### src/rtl/bus_arb_pkg.sv
// Shared types and constants for the two-requester bus acknowledge arbiter.
package bus_arb_pkg;

    typedef enum logic [1:0] {
        IDLE   = 2'd0,
        SWITCH = 2'd1,
        OWN1   = 2'd2,
        OWN2   = 2'd3
    } arb_state_t;

    localparam logic [1:0] SEL_NONE = 2'b00;
    localparam logic [1:0] SEL_OWN1 = 2'b01;
    localparam logic [1:0] SEL_OWN2 = 2'b10;

    localparam int unsigned MAX_HOLD_DEFAULT = 8;

endpackage

### src/rtl/bus_arb_hold_timer.sv
// Saturating hold counter for the current bus owner; expire_c flags that the
// owner has used its MAX_HOLD-cycle share of the bus.
module bus_arb_hold_timer
    import bus_arb_pkg::*;
#(
    parameter int unsigned MAX_HOLD = MAX_HOLD_DEFAULT
) (
    input  logic clk,
    input  logic rst_n,
    input  logic clear,
    input  logic enable,
    output logic expire_c
);

    localparam int unsigned CNT_W = $clog2(MAX_HOLD + 1);

    logic [CNT_W-1:0] count;

    // Counts owned cycles; parks at MAX_HOLD so it can never wrap.
    always_ff @(posedge clk or negedge rst_n) begin
        if (!rst_n) begin
            count <= '0;
        end else if (clear) begin
            count <= '0;
        end else if (enable && (count != CNT_W'(MAX_HOLD))) begin
            count <= count + CNT_W'(1);
        end
    end

    // >= keeps preemption live once the count has saturated, so a requester
    // arriving late in a long tenure is not locked out.
    assign expire_c = (count >= CNT_W'(MAX_HOLD - 1));

endmodule

### src/rtl/bus_ack_arbiter.sv
// Two-requester round-robin bus arbiter with a dead SWITCH cycle on every
// hand-over. Define BUS_ACK_ARBITER_ASSERT_EN to compile embedded assertions.
module bus_ack_arbiter
    import bus_arb_pkg::*;
#(
    parameter int unsigned MAX_HOLD = MAX_HOLD_DEFAULT
) (
    input  logic       clk,
    input  logic       rst_n,
    input  logic       req1,
    input  logic       req2,
    output logic       ack1,
    output logic       ack2,
    output logic [1:0] bus_select,
    output logic       bus_switch
);

    arb_state_t state, state_d;
    logic [1:0] target, target_d;
    logic [1:0] last_owner, last_owner_d;
    logic       ack1_d, ack2_d, bus_switch_d;
    logic [1:0] bus_select_d;
    logic       owning_c;
    logic       hold_expire_c;

    assign owning_c = (state == OWN1) || (state == OWN2);

    bus_arb_hold_timer #(
        .MAX_HOLD (MAX_HOLD)
    ) u_hold_timer (
        .clk      (clk),
        .rst_n    (rst_n),
        .clear    (!owning_c),
        .enable   (owning_c),
        .expire_c (hold_expire_c)
    );

    // State, bookkeeping and registered outputs.
    always_ff @(posedge clk or negedge rst_n) begin
        if (!rst_n) begin
            state      <= IDLE;
            target     <= SEL_NONE;
            last_owner <= SEL_OWN2;
            ack1       <= 1'b0;
            ack2       <= 1'b0;
            bus_select <= SEL_NONE;
            bus_switch <= 1'b0;
        end else begin
            state      <= state_d;
            target     <= target_d;
            last_owner <= last_owner_d;
            ack1       <= ack1_d;
            ack2       <= ack2_d;
            bus_select <= bus_select_d;
            bus_switch <= bus_switch_d;
        end
    end

    // Next state plus outputs decoded from it, so outputs track state exactly.
    always_comb begin
        state_d      = state;
        target_d     = target;
        last_owner_d = last_owner;

        case (state)
            IDLE: begin
                if (req1 && req2) begin
                    state_d  = SWITCH;
                    target_d = (last_owner == SEL_OWN1) ? SEL_OWN2 : SEL_OWN1;
                end else if (req1) begin
                    state_d  = SWITCH;
                    target_d = SEL_OWN1;
                end else if (req2) begin
                    state_d  = SWITCH;
                    target_d = SEL_OWN2;
                end
            end
            SWITCH: begin
                if ((target == SEL_OWN1) && req1) begin
                    state_d      = OWN1;
                    last_owner_d = SEL_OWN1;
                end else if ((target == SEL_OWN2) && req2) begin
                    state_d      = OWN2;
                    last_owner_d = SEL_OWN2;
                end else begin
                    state_d = IDLE;
                end
            end
            OWN1: begin
                if (!req1) begin
                    if (req2) begin
                        state_d  = SWITCH;
                        target_d = SEL_OWN2;
                    end else begin
                        state_d = IDLE;
                    end
                end else if (req2 && hold_expire_c) begin
                    state_d  = SWITCH;
                    target_d = SEL_OWN2;
                end
            end
            OWN2: begin
                if (!req2) begin
                    if (req1) begin
                        state_d  = SWITCH;
                        target_d = SEL_OWN1;
                    end else begin
                        state_d = IDLE;
                    end
                end else if (req1 && hold_expire_c) begin
                    state_d  = SWITCH;
                    target_d = SEL_OWN1;
                end
            end
            default: state_d = IDLE;
        endcase

        ack1_d       = (state_d == OWN1);
        ack2_d       = (state_d == OWN2);
        bus_switch_d = (state_d == SWITCH);
        case (state_d)
            OWN1:    bus_select_d = SEL_OWN1;
            OWN2:    bus_select_d = SEL_OWN2;
            default: bus_select_d = SEL_NONE;
        endcase
    end

`ifdef BUS_ACK_ARBITER_ASSERT_EN
    

    
    
    
    
    
    
    
    
    
    
    
`endif

endmodule

### config.mk
export PLATFORM = sky130hd
export DESIGN_NAME = bus_ack_arbiter
export DESIGN_NICKNAME = d
export VERILOG_FILES = /design/src/rtl/bus_arb_pkg.sv /design/src/rtl/bus_arb_hold_timer.sv /design/src/rtl/bus_ack_arbiter.sv
export SDC_FILE = /design/constraint.sdc
export NUM_CORES = 1
export LEC_CHECK = 0
export BUFFER_PORTS_ARGS = -buffer_cell sky130_fd_sc_hd__buf_2
export CORE_MARGIN = 4
export CORE_UTILIZATION = 40
export CTS_CLUSTER_SIZE = 40
export DETAILED_ROUTE_END_ITERATION = 7
export PLACE_DENSITY = 0.58
export SYNTH_ARGS = -nofsm -noshare
export SYNTH_HDL_FRONTEND = slang
export SYNTH_SLANG_ARGS = --single-unit
export TNS_END_PERCENT = 5
### constraint.sdc
create_clock -name clk -period 1.5 [get_ports clk]
set_clock_uncertainty 0.2 [all_clocks]
set_input_delay 0.075 -clock clk [delete_from_list [all_inputs] [get_ports clk]]
set_output_delay 0.075 -clock clk [all_outputs]
set_load 0.05 [all_outputs]
==> flow_metrics.tcl <==
set metrics [dict create \
    floorplan.die_area_um2 2474 \
    p_sw_uw 724.8 \
    yosysTopAreaCell "dfrtp_1" \
    synth_area_per_cell_um2 9.816 \
    die_h_um 49.74 \
    die_x_um 49.74 \
    p_clk_frac 0.128 \
    numCtsBuffers 3 \
    worst_slew_pin_slew_ns 0.2893 \
    grt_pass1_wl_mm 2.387 \
    hpwl_um 940.9 \
    multiInputGateArea_um2 380.4 \
    clk_latency_ns 0.28 \
    syn2layout_area_growth_pct 36.98 \
    crit_slowest_cell "dfrtp_1" \
    clockBufferDepth 2 \
    path_cells "buf_6 -> inv_4 -> ha_4 -> nand2_2 -> or2_4 -> xnor2_2 -> and2_1" \
    total_power_mw 1.719 \
    netlist_area_um2 696.9 \
    ir_drop_mv 1.030 \
    start_util 0.4421 \
    cts_max_level 1 \
    vias 551 \
    wl_mm 1.383 \
    crit_path_end_kind "flip-flop" \
    dp_slack_ns -0.1319 \
    cp.required_ns 1.48 \
    grt_pass1_vias 585 \
    grt_overflow 0 \
    cts-root-buf "clkbuf_4" \
    worst-setup-path-type "reg -> reg" \
    max_freq_mhz 612.9 \
    antenna_left 0 \
    yosys_warnings 0 \
    postLayoutCoreUtil 0.6056 \
    rsz0062_at_grt "yes" \
    tritoncts "done" \
    slowest_delay_ns 0.42 \
    slew_violations 0 \
    p_comb_frac 0.543 \
    path_clk_slew_ns 0.09 \
    worst_slack_ns -0.1315 \
    switching_share 0.4217 \
    synth_top_area_share 0.4309 \
    nFillCells 139 \
    io_pins 9 \
    ys_types 33 \
    syn_inst 71 \
    startpoint_type "flip-flop" \
    cts.sink_count 13 \
    synth_seq_cells 13 \
    row_count 14 \
    status "complete, but fails checks" \
    powerDensity_nw_per_um2 1801 \
    seqCellArea_um2 326.6 \
    violations "setup timing" \
    crit_path_max_fanout 3 \
    relSlewSlack 0.8051 \
    arrival_ns 1.61 \
    timing.final.crit_share 1.088 \
    grt_max_degree 14 \
    synthesis.nets 77 \
    synthTopCellsByArea "dfrtp_1 43%, nand2_1 4.3%, dfstp_2 3.8%" \
    wl_per_cell_um 12.35 \
    layout_commonest_cell "dfrtp_1" \
    place_area_um2 825.8 \
    min_period_ns 1.632 \
    coreArea_um2 1577 \
    stdcell_area_um2 954.7 \
    avgViaCountPerCell 4.920 \
    antenna_found_initial 0 \
    drcViolationCount 0 \
    gp_congestion 0.7061 \
    final_cell_mix "12 x dfrtp_1, 11 x buf_4, 8 x buf_2" \
    layout-drive-gt1-share 0.4167 \
    rr_worst_depth 7 \
    yosysSeqAreaShare 0.4686 \
    nNetsFinal 103 \
    finalHoldViolations 0 \
    worstHoldPathType "in -> async" \
    port_buffers 8 \
    drt_iter0_markers 3 \
    pwr-share-seq 0.329 \
    num_antenna_cells 0 \
    dr.pass1.iters 4 \
    setup_viol 5 \
    gr-usage-all-layers 0.1268 \
    maxCapViolCount 0 \
    p_int_uw 994.1 \
    holdWs_ns 0.01188 \
    cellLeakagePower_nw 0.4385 \
]
[cell families (layout without fill, tap and decap cells)]
kind of cell / after synthesis / after routing / share of synthesized area
AND/OR/NAND/NOR: 30 / 30 / 0.2388
AO/OA/AOI/OAI: 15 / 15 / 0.1544
flip-flops: 13 / 13 / 0.4686
buffers and inverters: 8 / 33 / 0.06282
adder cells (fa/ha/maj): 2 / 2 / 0.03590
XOR/XNOR: 2 / 2 / 0.02514
multiplexers: 1 / 1 / 0.01436
[metrics by stage]
| stage | setup TNS [ns] | instances |
|---|---|---|
| 6_report | -0.4511 | 112 |
| 5_1_grt | -0.8795 | 112 |
| 4_1_cts | -0.5508 | 111 |
| 2_1_floorplan | -0.08083 | 71 |
| 3_3_place_gp | -0.3299 | 103 |
| 3_5_place_dp | -0.3775 | 103 |
[power by group through the flow]
stage | registers, mW | clock network, mW | logic, mW
6_report | 0.566 | 0.220 | 0.933
3_3_place_gp | 0.563 | 0 | 0.845
3_5_place_dp | 0.561 | 0 | 0.853
5_1_grt | 0.584 | 0.235 | 1.03
4_1_cts | 0.555 | 0.223 | 0.879
2_1_floorplan | 0.675 | 0 | 0.471
[cell type report]
type	instances	share of cell area
Sequential cell	13	0.3421
Timing Repair Buffer	24	0.1835
Inverter	5	0.02752
Multi-Input combinational cell	50	0.3984
Clock buffer	4	0.02752
Tap cell	16	0.02097
[path summary, 6_finish.rpt]
check                                      startpoint                    end  slack, ns
worst max-delay path            u_hold_timer.count[1]  u_hold_timer.count[0]      -0.13
worst min-delay path                            rst_n               state[0]       0.01
worst max register to register  u_hold_timer.count[1]  u_hold_timer.count[0]      -0.13
worst min register to register          last_owner[1]          last_owner[1]       0.29
max in group asynchronous                       rst_n          last_owner[1]       0.80
min in group clk                                 req1               state[1]       0.12
[repair_timing]
item,CTS,global route
setup buffers,1,1
endpoints found under the hold margin,16,0
cloned,0,0
pin swaps,2,7
hold buffers,3,0
setup endpoints to repair,6,8
resized for setup,2,13
[critical path: cells and delay by family, from the launching register on]
kind          cells  cell delay, ns
buf+inv           2            0.18
xor+xnor          1            0.14
fa+ha+maj         1            0.11
simple gates      3            0.46
flops             1            0.42
[state kept, by name, summed over array words and instances, names as in the netlist]
register            count
ack2                    1
bus_select              1
bus_switch              1
last_owner              2
state                   2
target                  2
u_hold_timer.count      4
[metal layers]
layer | GRT usage | wire (um)
met1 | 0.1335 | 595
met2 | 0.2379 | 744
met3 | 0.03614 | 32
met4 | 0.04147 | 10
met5 | 0 | 0
[cells in the mapped netlist, drive strengths merged]
cell / count
clkinv: 1
nand3b: 1
nor2: 7
o211a: 1
dfrtp: 12
o21a: 1
inv: 4
a21o: 1
nand2: 8
a21oi: 3
and2: 2
mux2i: 1
a31oi: 2
a21boi: 1
ha: 2
nand3: 1
xnor2: 2
or2b: 1
or2: 1
o21ai: 5
dfstp: 1
nand4: 1
o21bai: 1
nor2b: 2
nor4bb: 1
buf: 3
nand2b: 3
and3b: 1
nor3: 1
Power figures use the tool's default switching activity.
